==> config.mk <==
export PLATFORM = sky130hd
export DESIGN_NAME = rec_play_ctrl
export DESIGN_NICKNAME = d
export VERILOG_FILES = /design/src/rtl/rec_play_pkg.sv /design/src/rtl/key_debounce.sv /design/src/rtl/rec_play_ctrl.sv
export SDC_FILE = /design/constraint.sdc
export NUM_CORES = 1
export LEC_CHECK = 0
export ABC_AREA = 1
export ABC_CLOCK_PERIOD_IN_PS = 3300
export CORE_MARGIN = 2
export CORE_UTILIZATION = 50
export CTS_BUF_LIST = sky130_fd_sc_hd__clkbuf_8 sky130_fd_sc_hd__clkbuf_16
export DETAILED_ROUTE_END_ITERATION = 10
export HOLD_SLACK_MARGIN = 0.06
export PLACE_DENSITY_LB_ADDON = 0.25
export SLEW_MARGIN = 0
export SYNTH_ARGS = -nofsm -noshare
export SYNTH_HDL_FRONTEND = slang
export SYNTH_SLANG_ARGS = --single-unit
==> constraint.sdc <==
create_clock -name i_clk -period 3.3 [get_ports i_clk]
set_clock_uncertainty 0.2 [all_clocks]
set_input_delay 0.33 -clock i_clk [delete_from_list [all_inputs] [get_ports i_clk]]
set_output_delay 0.33 -clock i_clk [all_outputs]
set_load 0.02 [all_outputs]
==> src/rtl/rec_play_pkg.sv <==
// Shared types for the record/playback controller: FSM states and playback modes.
`timescale 1ns/1ps
package rec_play_pkg;

    typedef enum logic [2:0] {
        INIT       = 3'd0,
        IDLE       = 3'd1,
        REC        = 3'd2,
        REC_PAUSE  = 3'd3,
        PLAY       = 3'd4,
        PLAY_PAUSE = 3'd5
    } state_e;

    typedef enum logic [1:0] {
        NORMAL = 2'd0,
        FAST   = 2'd1,
        SLOW0  = 2'd2,
        SLOW1  = 2'd3
    } mode_e;

endpackage

==> src/rtl/key_debounce.sv <==
// Active-low key conditioner: 2-FF synchroniser, stability counter, one-cycle press event.
`timescale 1ns/1ps
module key_debounce #(
    parameter int DEB_CYCLES = 50000
) (
    input  logic i_clk,
    input  logic i_rst_n,
    input  logic key_n_i,
    output logic press_o
);
    localparam int CNT_W = (DEB_CYCLES > 1) ? $clog2(DEB_CYCLES) : 1;
    localparam logic [CNT_W-1:0] CNT_MAX = CNT_W'(DEB_CYCLES - 1);

    logic [1:0]       sync_q;
    logic             lvl_q;
    logic [CNT_W-1:0] cnt_q;
    logic             press_q;

    // Any sample matching the accepted level restarts the stability window.
    always_ff @(posedge i_clk or negedge i_rst_n) begin
        if (!i_rst_n) begin
            sync_q  <= 2'b11;
            lvl_q   <= 1'b1;
            cnt_q   <= '0;
            press_q <= 1'b0;
        end else begin
            sync_q  <= {sync_q[0], key_n_i};
            press_q <= 1'b0;
            if (sync_q[1] == lvl_q) begin
                cnt_q <= '0;
            end else if (cnt_q == CNT_MAX) begin
                lvl_q   <= sync_q[1];
                cnt_q   <= '0;
                press_q <= ~sync_q[1];
            end else begin
                cnt_q <= cnt_q + 1'b1;
            end
        end
    end

    assign press_o = press_q;

endmodule

==> src/rtl/rec_play_ctrl.sv <==
// Record/playback key FSM: per-slot SRAM regions, record pause, latched play mode and speed.
`timescale 1ns/1ps
module rec_play_ctrl
    import rec_play_pkg::*;
#(
    parameter int ADDR_W     = 20,
    parameter int NUM_SLOTS  = 4,
    parameter int SLOT_W     = $clog2(NUM_SLOTS),
    parameter int SPEED_W    = 4,
    parameter int DEB_CYCLES = 50000
) (
    input  logic                 i_clk,
    input  logic                 i_rst_n,
    input  logic                 i_key_rec,
    input  logic                 i_key_play,
    input  logic                 i_key_stop,
    input  logic                 i_init_done,
    input  logic [SLOT_W-1:0]    i_slot_sel,
    input  logic [1:0]           i_mode,
    input  logic [SPEED_W-1:0]   i_speed,
    input  logic [ADDR_W-1:0]    i_rec_addr,
    input  logic [ADDR_W-1:0]    i_play_addr,
    output logic [2:0]           o_state,
    output logic                 o_rec_start,
    output logic                 o_rec_stop,
    output logic                 o_rec_pause,
    output logic                 o_play_start,
    output logic                 o_play_stop,
    output logic                 o_play_en,
    output logic                 o_play_fast,
    output logic                 o_play_slow0,
    output logic                 o_play_slow1,
    output logic [SPEED_W-1:0]   o_speed,
    output logic [ADDR_W-1:0]    o_base_addr,
    output logic [ADDR_W-1:0]    o_end_addr,
    output logic                 o_sram_wr,
    output logic [NUM_SLOTS-1:0] o_slot_valid
);
    localparam int REG_W = ADDR_W - SLOT_W;

    logic ev_rec, ev_play, ev_stop;
    logic stop_ev, rec_ev, play_ev;

    key_debounce #(.DEB_CYCLES(DEB_CYCLES)) u_deb_rec (
        .i_clk(i_clk), .i_rst_n(i_rst_n), .key_n_i(i_key_rec), .press_o(ev_rec));
    key_debounce #(.DEB_CYCLES(DEB_CYCLES)) u_deb_play (
        .i_clk(i_clk), .i_rst_n(i_rst_n), .key_n_i(i_key_play), .press_o(ev_play));
    key_debounce #(.DEB_CYCLES(DEB_CYCLES)) u_deb_stop (
        .i_clk(i_clk), .i_rst_n(i_rst_n), .key_n_i(i_key_stop), .press_o(ev_stop));

    assign stop_ev = ev_stop;
    assign rec_ev  = ev_rec & ~ev_stop;
    assign play_ev = ev_play & ~ev_stop & ~ev_rec;

    state_e                           state_q;
    logic [SLOT_W-1:0]                slot_q;
    logic [NUM_SLOTS-1:0][ADDR_W-1:0] end_q;
    logic [NUM_SLOTS-1:0]             valid_q;
    logic                             rec_start_q, rec_stop_q, rec_pause_q;
    logic                             play_start_q, play_stop_q, play_en_q;
    logic                             fast_q, slow0_q, slow1_q;
    logic [SPEED_W-1:0]               speed_q;
    logic [ADDR_W-1:0]                base_q, end_out_q;
    logic                             sram_wr_q;

    // Slot regions are power-of-2 aligned, so base/last are plain concatenations.
    logic [ADDR_W-1:0]  sel_base, sel_last, cur_base, cur_last, rec_end_val;
    logic               rec_auto, play_auto;
    mode_e              mode_in;
    logic [SPEED_W-1:0] speed_val;

    assign sel_base    = {i_slot_sel, {REG_W{1'b0}}};
    assign sel_last    = {i_slot_sel, {REG_W{1'b1}}};
    assign cur_base    = {slot_q, {REG_W{1'b0}}};
    assign cur_last    = {slot_q, {REG_W{1'b1}}};
    assign rec_auto    = (state_q == REC) && (i_rec_addr == cur_last);
    assign rec_end_val = rec_auto ? cur_last : i_rec_addr;
    assign play_auto   = (state_q == PLAY) && (i_play_addr >= end_q[slot_q]);
    assign mode_in     = mode_e'(i_mode);
    assign speed_val   = (mode_in == NORMAL || i_speed == '0) ? SPEED_W'(1) : i_speed;

    always_ff @(posedge i_clk or negedge i_rst_n) begin
        if (!i_rst_n) begin
            state_q      <= INIT;
            slot_q       <= '0;
            end_q        <= '0;
            valid_q      <= '0;
            rec_start_q  <= 1'b0;
            rec_stop_q   <= 1'b0;
            rec_pause_q  <= 1'b0;
            play_start_q <= 1'b0;
            play_stop_q  <= 1'b0;
            play_en_q    <= 1'b0;
            fast_q       <= 1'b0;
            slow0_q      <= 1'b0;
            slow1_q      <= 1'b0;
            speed_q      <= '0;
            base_q       <= '0;
            end_out_q    <= '0;
            sram_wr_q    <= 1'b0;
        end else begin
            rec_start_q  <= 1'b0;
            rec_stop_q   <= 1'b0;
            play_start_q <= 1'b0;
            play_stop_q  <= 1'b0;
            case (state_q)
                INIT: if (i_init_done) state_q <= IDLE;
                IDLE: begin
                    if (rec_ev) begin
                        state_q     <= REC;
                        slot_q      <= i_slot_sel;
                        rec_start_q <= 1'b1;
                        base_q      <= sel_base;
                        end_out_q   <= sel_last;
                        sram_wr_q   <= 1'b1;
                    end else if (play_ev && valid_q[i_slot_sel]) begin
                        state_q      <= PLAY;
                        slot_q       <= i_slot_sel;
                        play_start_q <= 1'b1;
                        play_en_q    <= 1'b1;
                        base_q       <= sel_base;
                        end_out_q    <= end_q[i_slot_sel];
                        fast_q       <= (mode_in == FAST);
                        slow0_q      <= (mode_in == SLOW0);
                        slow1_q      <= (mode_in == SLOW1);
                        speed_q      <= speed_val;
                    end
                end
                REC, REC_PAUSE: begin
                    if (stop_ev || rec_auto) begin
                        state_q        <= IDLE;
                        rec_stop_q     <= 1'b1;
                        rec_pause_q    <= 1'b0;
                        sram_wr_q      <= 1'b0;
                        end_q[slot_q]  <= rec_end_val;
                        if (rec_end_val != cur_base) valid_q[slot_q] <= 1'b1;
                    end else if (rec_ev) begin
                        state_q     <= (state_q == REC) ? REC_PAUSE : REC;
                        rec_pause_q <= (state_q == REC);
                        sram_wr_q   <= (state_q != REC);
                    end
                end
                PLAY, PLAY_PAUSE: begin
                    if (stop_ev || play_auto) begin
                        state_q     <= IDLE;
                        play_stop_q <= 1'b1;
                        play_en_q   <= 1'b0;
                        fast_q      <= 1'b0;
                        slow0_q     <= 1'b0;
                        slow1_q     <= 1'b0;
                    end else if (play_ev) begin
                        if (state_q == PLAY) begin
                            state_q   <= PLAY_PAUSE;
                            play_en_q <= 1'b0;
                        end else begin
                            state_q   <= PLAY;
                            play_en_q <= 1'b1;
                            fast_q    <= (mode_in == FAST);
                            slow0_q   <= (mode_in == SLOW0);
                            slow1_q   <= (mode_in == SLOW1);
                            speed_q   <= speed_val;
                        end
                    end
                end
                default: state_q <= INIT;
            endcase
        end
    end

    assign o_state      = state_q;
    assign o_rec_start  = rec_start_q;
    assign o_rec_stop   = rec_stop_q;
    assign o_rec_pause  = rec_pause_q;
    assign o_play_start = play_start_q;
    assign o_play_stop  = play_stop_q;
    assign o_play_en    = play_en_q;
    assign o_play_fast  = fast_q;
    assign o_play_slow0 = slow0_q;
    assign o_play_slow1 = slow1_q;
    assign o_speed      = speed_q;
    assign o_base_addr  = base_q;
    assign o_end_addr   = end_out_q;
    assign o_sram_wr    = sram_wr_q;
    assign o_slot_valid = valid_q;

endmodule

### Word-level counts from Yosys, hierarchy flattened

Cells that the tools add are included.
Widths: inputs -> output; s select.

| operators by class | value |
|---|---|
| add/sub/neg operators | 3 |
| $lt $le $gt $ge | 4 |
| eq/ne operators | 28 |
| multiplexer cells | 86 |
| bitwise operators | 12 |
| reduce and logical (&&, ||, !) cells | 28 |

Operators with widths:

| cell | count |
|---|---|
| $mux 20 | 8 |
| $mux 16 | 6 |
| $bmux 20 s2 | 2 |
| $bwmux 80 | 1 |
| $add 16x1->16 const B | 3 |
| $eq 16x16->1 const B | 3 |
| $mux 1 | 44 |
| $demux 20 s2 | 1 |
| $mux 4 | 6 |
| $mux 3 | 7 |
| $eq 20x20->1 | 1 |
| $ge 20x20->1 | 1 |
| $ne 20x20->1 | 1 |
| $ne 2x2->1 const B | 7 |
| $ne 3x3->1 const B | 4 |
| $pmux 3 s4 | 1 |
| $reduce_and 2->1 | 6 |
| $pmux 1 s2 | 5 |
| $not 1->1 | 8 |
| $pmux 4 s2 | 1 |
| $reduce_and 4->1 | 2 |
| $reduce_bool 2->1 | 4 |
| $eq 3x2->1 const B | 2 |
| $eq 3x3->1 const B | 2 |
| 21 further kinds | 35 |

| storage, ports and cells | value |
|---|---|
| flip-flop bits (word level) | 203 |
| input port bits | 54 |
| output and inout bits | 61 |
| logic and storage cells | 193 |

### Logic depth before layout (Yosys ltp)

Gate-level depths: netlist of the first run.

| logic depth | value |
|---|---|
| depth after elaboration | 7 |
| mapped depth | 22 |
| mapped depth without buffers | 20 |

### Modules after synthesis

From an unflattened synthesis of the first run, not the netlist that was laid out.

| second synthesis, totals | value |
|---|---|
| cells, all modules | 1231 |
| area total of the unflattened synthesis | 9850.7 µm² |

Modules (own cells, without submodules):

| module | instances | cells an instance | area an instance (µm²) | seq. area each (µm²) |
|---|---|---|---|---|
| rec_play_ctrl | 1 | 829 | 6630.1 | 3078.0 |
| key_debounce | 3 | 134 | 1073.5 | 504.2 |

### Worst setup path after synthesis of the first run

OpenSTA, ideal clock, no wires.

| timing | value |
|---|---|
| path type | flip-flop to flip-flop |
| start point | reg, netlist name o_base_addr[19] |
| end point | reg fast_q (netlist: o_play_fast) |
| library setup time | 0.118 ns |
| data arrival time | 2.729 ns |
| required time | 2.982 ns |
| path slack | 0.253 ns |
| cell stages (with the launch flop) | 20 |
| buffers on the path | 2 |
| period minus slack after synthesis | 3.047 ns |
| cells stage by stage | dfrtp_1 -> buf_2 -> inv_1 -> nor2_1 -> clkbuf_1 -> inv_1 -> o22ai_1 -> a221oi_1 -> ha_1 -> nand2_1 -> nor2_1 -> nand4_1 -> nor2_1 -> nand2_1 -> nand2_1 -> nand2_1 -> nand2_1 -> nand3_1 -> nand2_1 -> nand2_1 |

RTL lines:

| what | RTL line | RTL |
|---|---|---|
| end signal, assigned | rec_play_ctrl.sv:123 | `fast_q <= (mode_in == FAST);` |
| end signal, assigned | rec_play_ctrl.sv:158 | `fast_q <= (mode_in == FAST);` |
| end, declared | rec_play_ctrl.sv:61 | `logic fast_q, slow0_q, slow1_q;` |

==> results of run 1 <==
[how the worst max path moves through the flow]
stage / end / slack [ns] / start / cells past startpoint
after detailed placement: o_play_slow0$_DFFE_PN0P_ / 0.14 / o_base_addr[19]$_DFFE_PN0P_ / 18
after CTS: o_play_slow0$_DFFE_PN0P_ / 0.13 / o_base_addr[19]$_DFFE_PN0P_ / 18
after global routing: o_play_slow1$_DFFE_PN0P_ / -0.01 / o_base_addr[19]$_DFFE_PN0P_ / 18
after floorplan: o_play_fast$_DFFE_PN0P_ / 0.25 / o_base_addr[19]$_DFFE_PN0P_ / 19
after global placement: o_play_slow0$_DFFE_PN0P_ / 0.33 / o_base_addr[19]$_DFFE_PN0P_ / 18
final: o_play_slow0$_DFFE_PN0P_ / 0.17 / o_base_addr[19]$_DFFE_PN0P_ / 18
[layer usage]
metal,track usage,share of wire,vias to the layer above
met5,0,0,-
met4,0.0879,0.026,0
met3,0.0404,0.058,40
met2,0.390,0.47,259
met1,0.334,0.45,3720
li1,-,-,3962
[placed cells by master (no fill, tap or decap), drive strengths merged, types with 20 or more instances in the layout]
cell type	synthesis	layout
nand2	253	253
inv	126	135
o21ai	158	158
nand3	24	24
clkdlybuf4s50	0	95
a21oi	88	88
dfrtp	174	174
nor2	109	109
ha	23	23
buf	42	20
[stage by stage]
stage               setup slack, ns  hold slack (ns)  area (um^2)
floorplan                     0.253           -0.166         9620
global placement              0.327            0.146        10600
detailed placement            0.139            0.148        10600
CTS                           0.131           0.0820        11200
global route                -0.0144           0.0898        11200
finish                        0.172           0.0986        11200
[timing repair]
| item | in CTS | in global routing |
|---|---|---|
| endpoints found under the setup margin | 0 | 5 |
| hold buffers | 1 | 0 |
| resized for setup | 0 | 4 |
| setup buffers | 0 | 0 |
| endpoints found under the hold margin | 59 | 0 |
[registers in the layout (all words and copies together) (netlist names), 3 cells and up]
| name | count |
|---|---|
| o_speed | 4 |
| u_deb_stop.cnt_q | 16 |
| o_state | 3 |
| end_q | 80 |
| o_end_addr | 20 |
| u_deb_play.cnt_q | 16 |
| u_deb_rec.cnt_q | 16 |
| o_slot_valid | 4 |
[layout make-up]
cell class	count	share of cell area
clock buffers	17	0.0379
clock inverters	15	0.0121
inverters	126	0.0426
multi-input cells	797	0.370
flip-flops and latches	183	0.409
well taps	234	0.0261
repair buffers	116	0.103
[critical path, cell delays in order (launching register included)]
cell	delay, ns
sky130_fd_sc_hd__dfrtp_2	0.46
sky130_fd_sc_hd__inv_1	0.08
sky130_fd_sc_hd__nor2_1	0.25
sky130_fd_sc_hd__buf_6	0.23
sky130_fd_sc_hd__nand2_1	0.06
sky130_fd_sc_hd__o21ai_0	0.08
sky130_fd_sc_hd__a221oi_1	0.08
sky130_fd_sc_hd__ha_1	0.29
sky130_fd_sc_hd__nand2_1	0.04
sky130_fd_sc_hd__nor2_1	0.11
sky130_fd_sc_hd__nand4_1	0.17
sky130_fd_sc_hd__nor2_1	0.14
sky130_fd_sc_hd__nand2_1	0.06
sky130_fd_sc_hd__nand2_1	0.18
sky130_fd_sc_hd__nand2_1	0.10
sky130_fd_sc_hd__nand2_1	0.18
sky130_fd_sc_hd__nand3_1	0.15
sky130_fd_sc_hd__nand2_1	0.09
sky130_fd_sc_hd__nand2_1	0.05
[power groups by stage]
stage,logic (mW),clock network (mW),registers (mW)
finish,0.324,1.95,2.27
global route,0.360,2.09,2.27
CTS,0.327,2.00,2.27
detailed placement,0.324,0,2.31
global placement,0.321,0,2.31
floorplan,0.157,0,2.31
[cells by family after synthesis]
family,after synthesis,share of synthesized area
and+or+nand+nor,446,0.206
AOI/OAI and AO/OA,293,0.175
buffers and inverters,186,0.0928
DFF,183,0.480
adders and majority gates,23,0.0301
xor gates and xnor gates,16,0.0147
other,1,0.000392
muxes,1,0.00105
==> impl_results.html, run 1 <==
<table>
<tr><th>Metric</th><th>Value</th></tr>
<tr><th colspan="2">Run status</th></tr>
<tr><td>Status</td><td>completed</td></tr>
<tr><th colspan="2">Die</th></tr>
<tr><td>Number of ports placed on the die boundary</td><td>115</td></tr>
<tr><td>Initial Utilization</td><td>0.511</td></tr>
<tr><td>Die Y-Extent</td><td>142 um</td></tr>
<tr><td>CORE AREA</td><td>18700 um^2</td></tr>
<tr><td>Die span in x</td><td>142 um</td></tr>
<tr><td>Area enclosed by the die boundary</td><td>20200 um^2</td></tr>
<tr><td>Number of standard-cell rows in the floorplan</td><td>50</td></tr>
<tr><th colspan="2">Timing</th></tr>
<tr><td>Total count of hold-check failures in the final report</td><td>0</td></tr>
<tr><td>Max Fclk</td><td>320 MHz</td></tr>
<tr><td>Min Clock Period, post-route</td><td>3.13 ns</td></tr>
<tr><td>Final period utilization</td><td>0.948</td></tr>
<tr><td>Finish-stage setup viols</td><td>0</td></tr>
<tr><td>Pins Over Slew Limit</td><td>0</td></tr>
<tr><td>Measured slew at the worst slew-check pin</td><td>0.650 ns</td></tr>
<tr><td>Tightest slew margin relative to the limit</td><td>0.563</td></tr>
<tr><td>Final-layout setup total negative slack</td><td>0 ns</td></tr>
<tr><th colspan="2">Pwr</th></tr>
<tr><td>Cell area power density</td><td>405 nW/um^2</td></tr>
<tr><td>Total Power</td><td>4.55 mW</td></tr>
<tr><td>Peak supply drop</td><td>0.000350 V</td></tr>
<tr><td>Net switching power</td><td>1.17 mW</td></tr>
<tr><td>Power share of the sequential group</td><td>0.499</td></tr>
<tr><td>Cell-internal power</td><td>3.38 mW</td></tr>
<tr><td>Share of power burned in combinational logic</td><td>0.071</td></tr>
<tr><td>Leakage component of the power</td><td>5.09 nW</td></tr>
<tr><td>Switching power as a share of total power</td><td>0.257</td></tr>
<tr><td>Clock network fraction of total power</td><td>0.430</td></tr>
<tr><th colspan="2">Critical path</th></tr>
<tr><td>Setup slack of the most critical reg-to-reg path</td><td>0.17 ns</td></tr>
<tr><td>CP Capture Type</td><td>flip-flop</td></tr>
<tr><td>Path type of the worst setup path</td><td>reg -&gt; reg</td></tr>
<tr><td>Endpoint of the lowest-slack register-to-register path</td><td>o_play_slow0$_DFFE_PN0P_</td></tr>
<tr><td>Arrival time of data at the critical path endpoint</td><td>3.25 ns</td></tr>
<tr><td>Maximum fanout along the worst path</td><td>14</td></tr>
<tr><td>Data required time of the critical path</td><td>3.42 ns</td></tr>
<tr><td>Source of the worst register-to-register timing path</td><td>o_base_addr[19]$_DFFE_PN0P_</td></tr>
<tr><td>Path depth of the worst reg2reg path</td><td>18</td></tr>
<tr><td>Critical path launch point type</td><td>flip-flop</td></tr>
<tr><th colspan="2">Yosys</th></tr>
<tr><td>Count leader, synth</td><td>sky130_fd_sc_hd__nand2_1</td></tr>
<tr><td>Most used flip-flop cell after synthesis</td><td>sky130_fd_sc_hd__dfrtp_1</td></tr>
<tr><td>Count of synthesis-stage warnings from yosys</td><td>0</td></tr>
<tr><td>Cells after Synth</td><td>1149</td></tr>
<tr><td>Register bit count reported by yosys</td><td>183</td></tr>
<tr><td>Top-area cell type share of the netlist area</td><td>0.455</td></tr>
<tr><td>Synth cell count leaders</td><td>sky130_fd_sc_hd__nand2_1 (246), sky130_fd_sc_hd__dfrtp_1 (174), sky130_fd_sc_hd__inv_1 (122)</td></tr>
<tr><td>Post-synthesis average cell area</td><td>8.32 um^2</td></tr>
<tr><td>Post-synthesis sequential area ratio</td><td>0.480</td></tr>
<tr><td>Cell accounting for the most synthesized area</td><td>sky130_fd_sc_hd__dfrtp_1</td></tr>
<tr><td>Async set-reset flop share out of synthesis</td><td>1.00</td></tr>
<tr><td>Netlist cell types</td><td>47</td></tr>
<tr><td>Most area-consuming cells after synthesis</td><td>sky130_fd_sc_hd__dfrtp_1 (46%), sky130_fd_sc_hd__nand2_1 (9.7%), sky130_fd_sc_hd__o21ai_0 (4.9%)</td></tr>
<tr><td>Post-Syn Area</td><td>9560 um^2</td></tr>
<tr><td>Post-synth EDFFs</td><td>0</td></tr>
<tr><th colspan="2">Min path</th></tr>
<tr><td>Capture endpoint of the worst hold path</td><td>u_deb_play.sync_q[0]$_DFF_PN1_</td></tr>
<tr><td>Worst hold-check path type</td><td>in -&gt; reg</td></tr>
<tr><td>Hold Crit Depth</td><td>1</td></tr>
<tr><td>Source of the worst hold timing path</td><td>i_key_play</td></tr>
<tr><th colspan="2">GRT</th></tr>
<tr><td>Wire length of the first global-routing pass</td><td>38600 um</td></tr>
<tr><td>Number of global-route vias before repair</td><td>7633</td></tr>
<tr><td>All-Layer GR Usage</td><td>0.242</td></tr>
<tr><td>Maximum number of pins on one net before global-route repair</td><td>68</td></tr>
<tr><td>Residual overflow from global routing</td><td>0</td></tr>
<tr><td>Number of antenna violations at the first check in global routing</td><td>0</td></tr>
<tr><th colspan="2">Final layout</th></tr>
<tr><td>Final antenna diode count</td><td>0</td></tr>
<tr><td>Count of fill cells added during filler insertion</td><td>1662</td></tr>
<tr><td>Area added between synthesis and finish</td><td>17.5%</td></tr>
<tr><td>Count of non-filler cells in the finished layout</td><td>1488</td></tr>
<tr><td>Core utilization of the finished layout</td><td>0.600</td></tr>
<tr><td>Proportion of layout cells with a drive suffix above 1</td><td>0.0949</td></tr>
<tr><td>NumNets Final</td><td>1318</td></tr>
<tr><td>Sequential standard cell area</td><td>4590 um^2</td></tr>
<tr><td>Area of the multi-input gates</td><td>4150 um^2</td></tr>
<tr><th colspan="2">Drt</th></tr>
<tr><td>Vias per cell</td><td>5.36</td></tr>
<tr><td>Drt wl/cell</td><td>15.8 um</td></tr>
<tr><td>Residual DRC</td><td>0</td></tr>
<tr><td>Vias</td><td>7981</td></tr>
<tr><td>Detailed router's first-iteration violation count</td><td>640</td></tr>
<tr><td>Pre-Repair DR Iteration Count</td><td>5</td></tr>
<tr><td>Detail Route Antenna Nets</td><td>0</td></tr>
<tr><td>Final routed wirelength across all metal layers</td><td>23500 um</td></tr>
<tr><th colspan="2">Placed design</th></tr>
<tr><td>Gpl congestion</td><td>0.858</td></tr>
<tr><td>Placed wire-length estimate</td><td>16700 um</td></tr>
<tr><td>Placed cell count</td><td>1455</td></tr>
<tr><td>Port Buffers</td><td>96</td></tr>
<tr><th colspan="2">CTS</th></tr>
<tr><td>Clock root buffer master</td><td>sky130_fd_sc_hd__clkbuf_16</td></tr>
<tr><td>TritonCTS clock tree</td><td>built</td></tr>
<tr><td>Number of sinks driven by the clock tree</td><td>183</td></tr>
<tr><td>Clock slew seen by the registers of the worst setup and hold paths</td><td>0.08 ns</td></tr>
<tr><td>Clock Tree Buf Depth</td><td>2</td></tr>
<tr><td>Number of CTS-inserted buffers</td><td>17</td></tr>
<tr><td>CTS HTree Levels</td><td>4</td></tr>
<tr><td>Source-to-sink clock delay at the later pin of the worst-skew pair</td><td>0.43 ns</td></tr>
<tr><th colspan="2">Run</th></tr>
<tr><td>Number of max-capacitance violations reported</td><td>0</td></tr>
</table>
(Power assumes the default switching activity.)
==> run 2: changes to the inputs <==
- ABC_AREA: 1 -> unset
- ABC_CLOCK_PERIOD_IN_PS: 3300 -> 3200
- SETUP_SLACK_MARGIN: unset -> 0.2
- clock period: 3.3 -> 3.2 ns (I/O delays scaled with it)
==> run 2 against run 1 <==
  * The run now ends with DRC, setup timing left
  * Sequential share of layout area shrank 1.8 points
  * Die area shrank 3.0%
  * Count of clock-buffer cells in the layout grew 3
  * Global-route usage shrank 2.1 points
  * Worst setup slack lost 0.35 ns
  * Register-to-register slack lost 0.35 ns
  * Flip-flop and latch count is the same
  * Hold slack gained 0.0010 ns
  * Synthesized cell count shrank 32%
  * Synthesized area shrank 3.0%
  * First-iteration DRC count shrank 45%
  * Core utilization grew 4.9 points
  * Critical path type unchanged
  * Critical endpoint is now o_state[0]$_DFFE_PN0P_
  * Largest power group unchanged
==> impl_results.html, run 2 <==
<table>
<tr><th>Metric</th><th>Value</th></tr>
<tr><th colspan="2">Placed design</th></tr>
<tr><td>Post-Place Cell Area</td><td>10700 um^2 (+0.68%)</td></tr>
<tr><td>Gpl congestion</td><td>0.820 (-4.5%)</td></tr>
<tr><td>Placed wire-length estimate</td><td>14700 um (-12%)</td></tr>
<tr><td>Port Buffers</td><td>96 (unchanged)</td></tr>
<tr><td>Post-placement worst setup slack</td><td>-0.134 ns (-0.274 ns)</td></tr>
<tr><th colspan="2">CTS</th></tr>
<tr><td>Source-to-sink clock delay at the later pin of the worst-skew pair</td><td>0.43 ns (about the same)</td></tr>
<tr><td>Clock Tree Buf Depth</td><td>2 (unchanged)</td></tr>
<tr><td>Number of sinks driven by the clock tree</td><td>183 (unchanged)</td></tr>
<tr><td>Clock root buffer master</td><td>sky130_fd_sc_hd__clkbuf_16</td></tr>
<tr><td>CTS HTree Levels</td><td>4 (unchanged)</td></tr>
<tr><td>TritonCTS clock tree</td><td>built</td></tr>
<tr><td>Number of CTS-inserted buffers</td><td>17 (unchanged)</td></tr>
<tr><td>Clock slew seen by the registers of the worst setup and hold paths</td><td>0.07 ns (about the same)</td></tr>
<tr><th colspan="2">GRT</th></tr>
<tr><td>Maximum number of pins on one net before global-route repair</td><td>78 (+15%)</td></tr>
<tr><td>GR Layer Usage met3</td><td>0.0561 (+0.0157)</td></tr>
<tr><td>Residual overflow from global routing</td><td>0 (unchanged)</td></tr>
<tr><td>Most heavily used metal layer in global routing</td><td>met2</td></tr>
<tr><td>Number of global-route vias before repair</td><td>6422 (-16%)</td></tr>
<tr><td>All-Layer GR Usage</td><td>0.222 (-0.0208)</td></tr>
<tr><td>Wire length of the first global-routing pass</td><td>33900 um (-12%)</td></tr>
<tr><td>Number of antenna violations at the first check in global routing</td><td>0 (unchanged)</td></tr>
<tr><td>Met1 track utilization from global routing</td><td>0.286 (-0.0477)</td></tr>
<tr><td>Met2 track demand over resource</td><td>0.371 (-0.0188)</td></tr>
<tr><th colspan="2">Final layout</th></tr>
<tr><td>Proportion of layout cells with a drive suffix above 1</td><td>0.294 (+0.199)</td></tr>
<tr><td>NumNets Final</td><td>1003 (-24%)</td></tr>
<tr><td>Most common cell after layout, fill and taps aside</td><td>sky130_fd_sc_hd__dfrtp_1</td></tr>
<tr><td>Count of fill cells added during filler insertion</td><td>1368 (-18%)</td></tr>
<tr><td>Register containing the most flip-flops in the final layout</td><td>end_q</td></tr>
<tr><td>Final antenna diode count</td><td>0 (unchanged)</td></tr>
<tr><td>Final std cell area, no fill</td><td>11700 um^2 (+4.6%)</td></tr>
<tr><td>Leading cell types in the layout, fill and taps excluded</td><td>sky130_fd_sc_hd__dfrtp_1 (173), sky130_fd_sc_hd__nor2_1 (102), sky130_fd_sc_hd__clkdlybuf4s50_1 (95)</td></tr>
<tr><td>Core utilization of the finished layout</td><td>0.649 (+0.0489)</td></tr>
<tr><td>Area added between synthesis and finish</td><td>26.7%</td></tr>
<tr><td>Max FFs per register</td><td>80 (unchanged)</td></tr>
<tr><th colspan="2">Critical path</th></tr>
<tr><td>CP Capture Type</td><td>flip-flop</td></tr>
<tr><td>Arrival time of data at the critical path endpoint</td><td>3.50 ns (+0.25 ns)</td></tr>
<tr><td>Maximum fanout along the worst path</td><td>7 (-7)</td></tr>
<tr><td>Critical Path Max Stage Delay</td><td>0.52 ns (+0.06 ns)</td></tr>
<tr><td>Cells traversed along the worst timing path</td><td>buf_12, buf_6, mux4_2, inv_2, ha_4, nand2_4, or4_4, o21ai_4, buf_6, nor2_4, a311oi_2, mux2_4</td></tr>
<tr><td>CP most frequent cell</td><td>sky130_fd_sc_hd__buf_6</td></tr>
<tr><td>Path type of the worst setup path</td><td>reg -&gt; reg</td></tr>
<tr><td>Data required time of the critical path</td><td>3.32 ns (-0.10 ns)</td></tr>
<tr><td>Critical path launch point type</td><td>flip-flop</td></tr>
<tr><td>Worst-path cell with the longest stage delay</td><td>sky130_fd_sc_hd__or4_4</td></tr>
<tr><th colspan="2">Timing</th></tr>
<tr><td>Min Clock Period, post-route</td><td>3.38 ns (+0.253 ns)</td></tr>
<tr><td>Final setup slack of the worst path</td><td>-0.181 ns (-0.353 ns)</td></tr>
<tr><td>Max Fclk</td><td>296 MHz (-7.5%)</td></tr>
<tr><td>Unrepaired setup endpoints after global routing</td><td>yes</td></tr>
<tr><td>Pins Over Slew Limit</td><td>0 (unchanged)</td></tr>
<tr><td>Final period utilization</td><td>1.06 (+0.109)</td></tr>
<tr><td>Finish-stage setup viols</td><td>8 (+8)</td></tr>
<tr><td>Total count of hold-check failures in the final report</td><td>0 (unchanged)</td></tr>
<tr><td>Measured slew at the worst slew-check pin</td><td>0.725 ns (+0.0749 ns)</td></tr>
<tr><td>Tightest slew margin relative to the limit</td><td>0.517 (-0.0459)</td></tr>
<tr><th colspan="2">Yosys</th></tr>
<tr><td>Most used flip-flop cell after synthesis</td><td>sky130_fd_sc_hd__dfrtp_1</td></tr>
<tr><td>Count of synthesis-stage warnings from yosys</td><td>0 (unchanged)</td></tr>
<tr><td>Netlist cell types</td><td>55 (+17%)</td></tr>
<tr><td>Async set-reset flop share out of synthesis</td><td>1.00 (unchanged)</td></tr>
<tr><td>Synth cell count leaders</td><td>sky130_fd_sc_hd__dfrtp_1 (174), sky130_fd_sc_hd__nor2_1 (107), sky130_fd_sc_hd__mux2_2 (68)</td></tr>
<tr><td>Cells after Synth</td><td>785 (-32%)</td></tr>
<tr><td>Count leader, synth</td><td>sky130_fd_sc_hd__dfrtp_1</td></tr>
<tr><td>Post-synthesis sequential area ratio</td><td>0.495 (+0.0150)</td></tr>
<tr><td>Most area-consuming cells after synthesis</td><td>sky130_fd_sc_hd__dfrtp_1 (47%), sky130_fd_sc_hd__mux4_2 (9.5%), sky130_fd_sc_hd__mux2_2 (8.3%)</td></tr>
<tr><td>Post-Syn Area</td><td>9270 um^2 (-3.0%)</td></tr>
<tr><td>Register bit count reported by yosys</td><td>183 (unchanged)</td></tr>
<tr><td>Top-area cell type share of the netlist area</td><td>0.470 (+0.0143)</td></tr>
<tr><td>Post-synth EDFFs</td><td>0 (unchanged)</td></tr>
<tr><td>Cell accounting for the most synthesized area</td><td>sky130_fd_sc_hd__dfrtp_1</td></tr>
<tr><td>Post-synthesis average cell area</td><td>11.8 um^2 (+42%)</td></tr>
<tr><th colspan="2">Drt</th></tr>
<tr><td>Residual DRC</td><td>13 (+13)</td></tr>
<tr><td>Vias per cell</td><td>5.54 (+3.3%)</td></tr>
<tr><td>Detail Route Antenna Nets</td><td>0 (unchanged)</td></tr>
<tr><td>Drt wl/cell</td><td>18.5 um (+17%)</td></tr>
<tr><td>Final routed wirelength across all metal layers</td><td>21700 um (-7.8%)</td></tr>
<tr><td>Detailed router's first-iteration violation count</td><td>355 (-45%)</td></tr>
<tr><td>Pre-Repair DR Iteration Count</td><td>8 (+3)</td></tr>
<tr><td>Vias</td><td>6469 (-19%)</td></tr>
<tr><th colspan="2">Die</th></tr>
<tr><td>Die span in x</td><td>140 um (-1.5%)</td></tr>
<tr><td>CORE AREA</td><td>18100 um^2 (-3.3%)</td></tr>
<tr><td>Number of standard-cell rows in the floorplan</td><td>49 (-2.0%)</td></tr>
<tr><td>Number of ports placed on the die boundary</td><td>115 (unchanged)</td></tr>
<tr><td>Die Y-Extent</td><td>140 um (-1.5%)</td></tr>
<tr><td>Area enclosed by the die boundary</td><td>19600 um^2 (-3.0%)</td></tr>
<tr><td>Initial Utilization</td><td>0.512 (+0.00145)</td></tr>
<tr><th colspan="2">Pwr</th></tr>
<tr><td>Cell area power density</td><td>438 nW/um^2 (+8.2%)</td></tr>
<tr><td>Leakage component of the power</td><td>5.29 nW (+3.9%)</td></tr>
<tr><td>Peak supply drop</td><td>0.000388 V (+11%)</td></tr>
<tr><th colspan="2">Min path</th></tr>
<tr><td>Worst hold-check path type</td><td>in -&gt; reg</td></tr>
<tr><th colspan="2">Run status</th></tr>
<tr><td>Failing checks</td><td>DRC, setup timing</td></tr>
<tr><td>Status</td><td>complete, but fails checks</td></tr>
<tr><th colspan="2">Run</th></tr>
<tr><td>Number of max-capacitance violations reported</td><td>0 (unchanged)</td></tr>
</table>
## run 2: changes by cell type after synthesis, sizes merged, moves of 9 or more
cell | before | now
and3 | 0 | 16
mux2 | 0 | 87
a21oi | 88 | 34
mux4 | 0 | 39
a221oi | 12 | 0
inv | 126 | 28
xor2 | 11 | 26
o21ai | 158 | 19
a22oi | 10 | 1
xnor2 | 5 | 19
nand2 | 253 | 44
## run 2: final timing paths
kind                                                 from  depth (start not counted)                              to  slack (ns)
setup / recovery              o_base_addr[18]$_DFFE_PN0P_                         12          o_state[0]$_DFFE_PN0P_       -0.18
hold / removal                                  i_key_rec                          1   u_deb_rec.sync_q[0]$_DFF_PN1_         0.1
setup reg to reg              o_base_addr[18]$_DFFE_PN0P_                         12          o_state[0]$_DFFE_PN0P_       -0.18
hold reg to reg            u_deb_play.sync_q[0]$_DFF_PN1_                          0  u_deb_play.sync_q[1]$_DFF_PN1_        0.16
max in group asynchronous                         i_rst_n                          3           end_q[72]$_DFFE_PN0P_        1.68
min in group asynchronous                         i_rst_n                          2       o_end_addr[4]$_DFFE_PN0P_        0.31
## run 2: final cells by class
type | count | area, um^2 | share of cell area
Tap cell | 229 | 287 | 0.0244
Inverter | 28 | 105 | 0.00895
Clock inverter | 12 | 128 | 0.0109
Timing Repair Buffer | 158 | 1590 | 0.135
Multi-Input combinational cell | 538 | 4580 | 0.390
Sequential cell | 183 | 4590 | 0.391
Clock buffer | 20 | 467 | 0.0397
## run 2: cell families (layout without fill, tap and decap cells)
family	after synthesis	count (layout)	share of synthesized area
AOI/OAI and AO/OA	72	72	0.0450
xor gates and xnor gates	45	45	0.0425
adders and majority gates	23	23	0.0310
buffers and inverters	81	218	0.0467
DFF	183	183	0.495
muxes	131	131	0.213
other	1	18	0.000405
and+or+nand+nor	249	249	0.126
## run 2: layer usage
metal	wire length (um)	vias to the layer above
li1	-	3020
met1	9200	3258
met2	10800	166
met3	1190	25
met4	430	0
met5	0	-
## run 2: repair_timing
action	in CTS	in global routing
endpoints found under the setup margin	11	52
setup buffers	5	9
endpoints found under the hold margin	74	0
gates resized for setup	19	45
hold buffers	1	0
pin swaps	2	17
## run 2: report_power, final
group	internal (mW)	leakage [nW]	total [mW]	switching (mW)
registers	2.37	2.40	2.43	0.0590
logic	0.290	2.60	0.605	0.315
clock network	1.21	0.290	2.11	0.897
total	3.87	5.29	5.15	1.27
## run 2: metrics by stage
step	power, mW	setup TNS [ns]	instances	hold slack, ns
after global placement	3.01	-0.229	1121	0.146
after CTS	5.13	0	1159	0.0852
after detailed placement	3.01	-0.763	1121	0.147
after floorplan	2.72	-0.630	802	-0.176
after global routing	5.34	-1.62	1168	0.0849
final	5.15	-0.799	1168	0.0996
## run 2: critical path, delay by kind of cell (launching register included)
kind,cells,cell delay [ns]
fa+ha+maj,1,0.17
simple gates,3,0.60
buf+inv,4,0.46
mux,2,0.82
flops,1,0.42
compound gates,2,0.57
==> run 3: changes to the inputs <==
- HOLD_SLACK_MARGIN: 0.06 -> unset
==> results of run 3 <==
The final DEF is identical to that of run 2; final timing and power are the same.
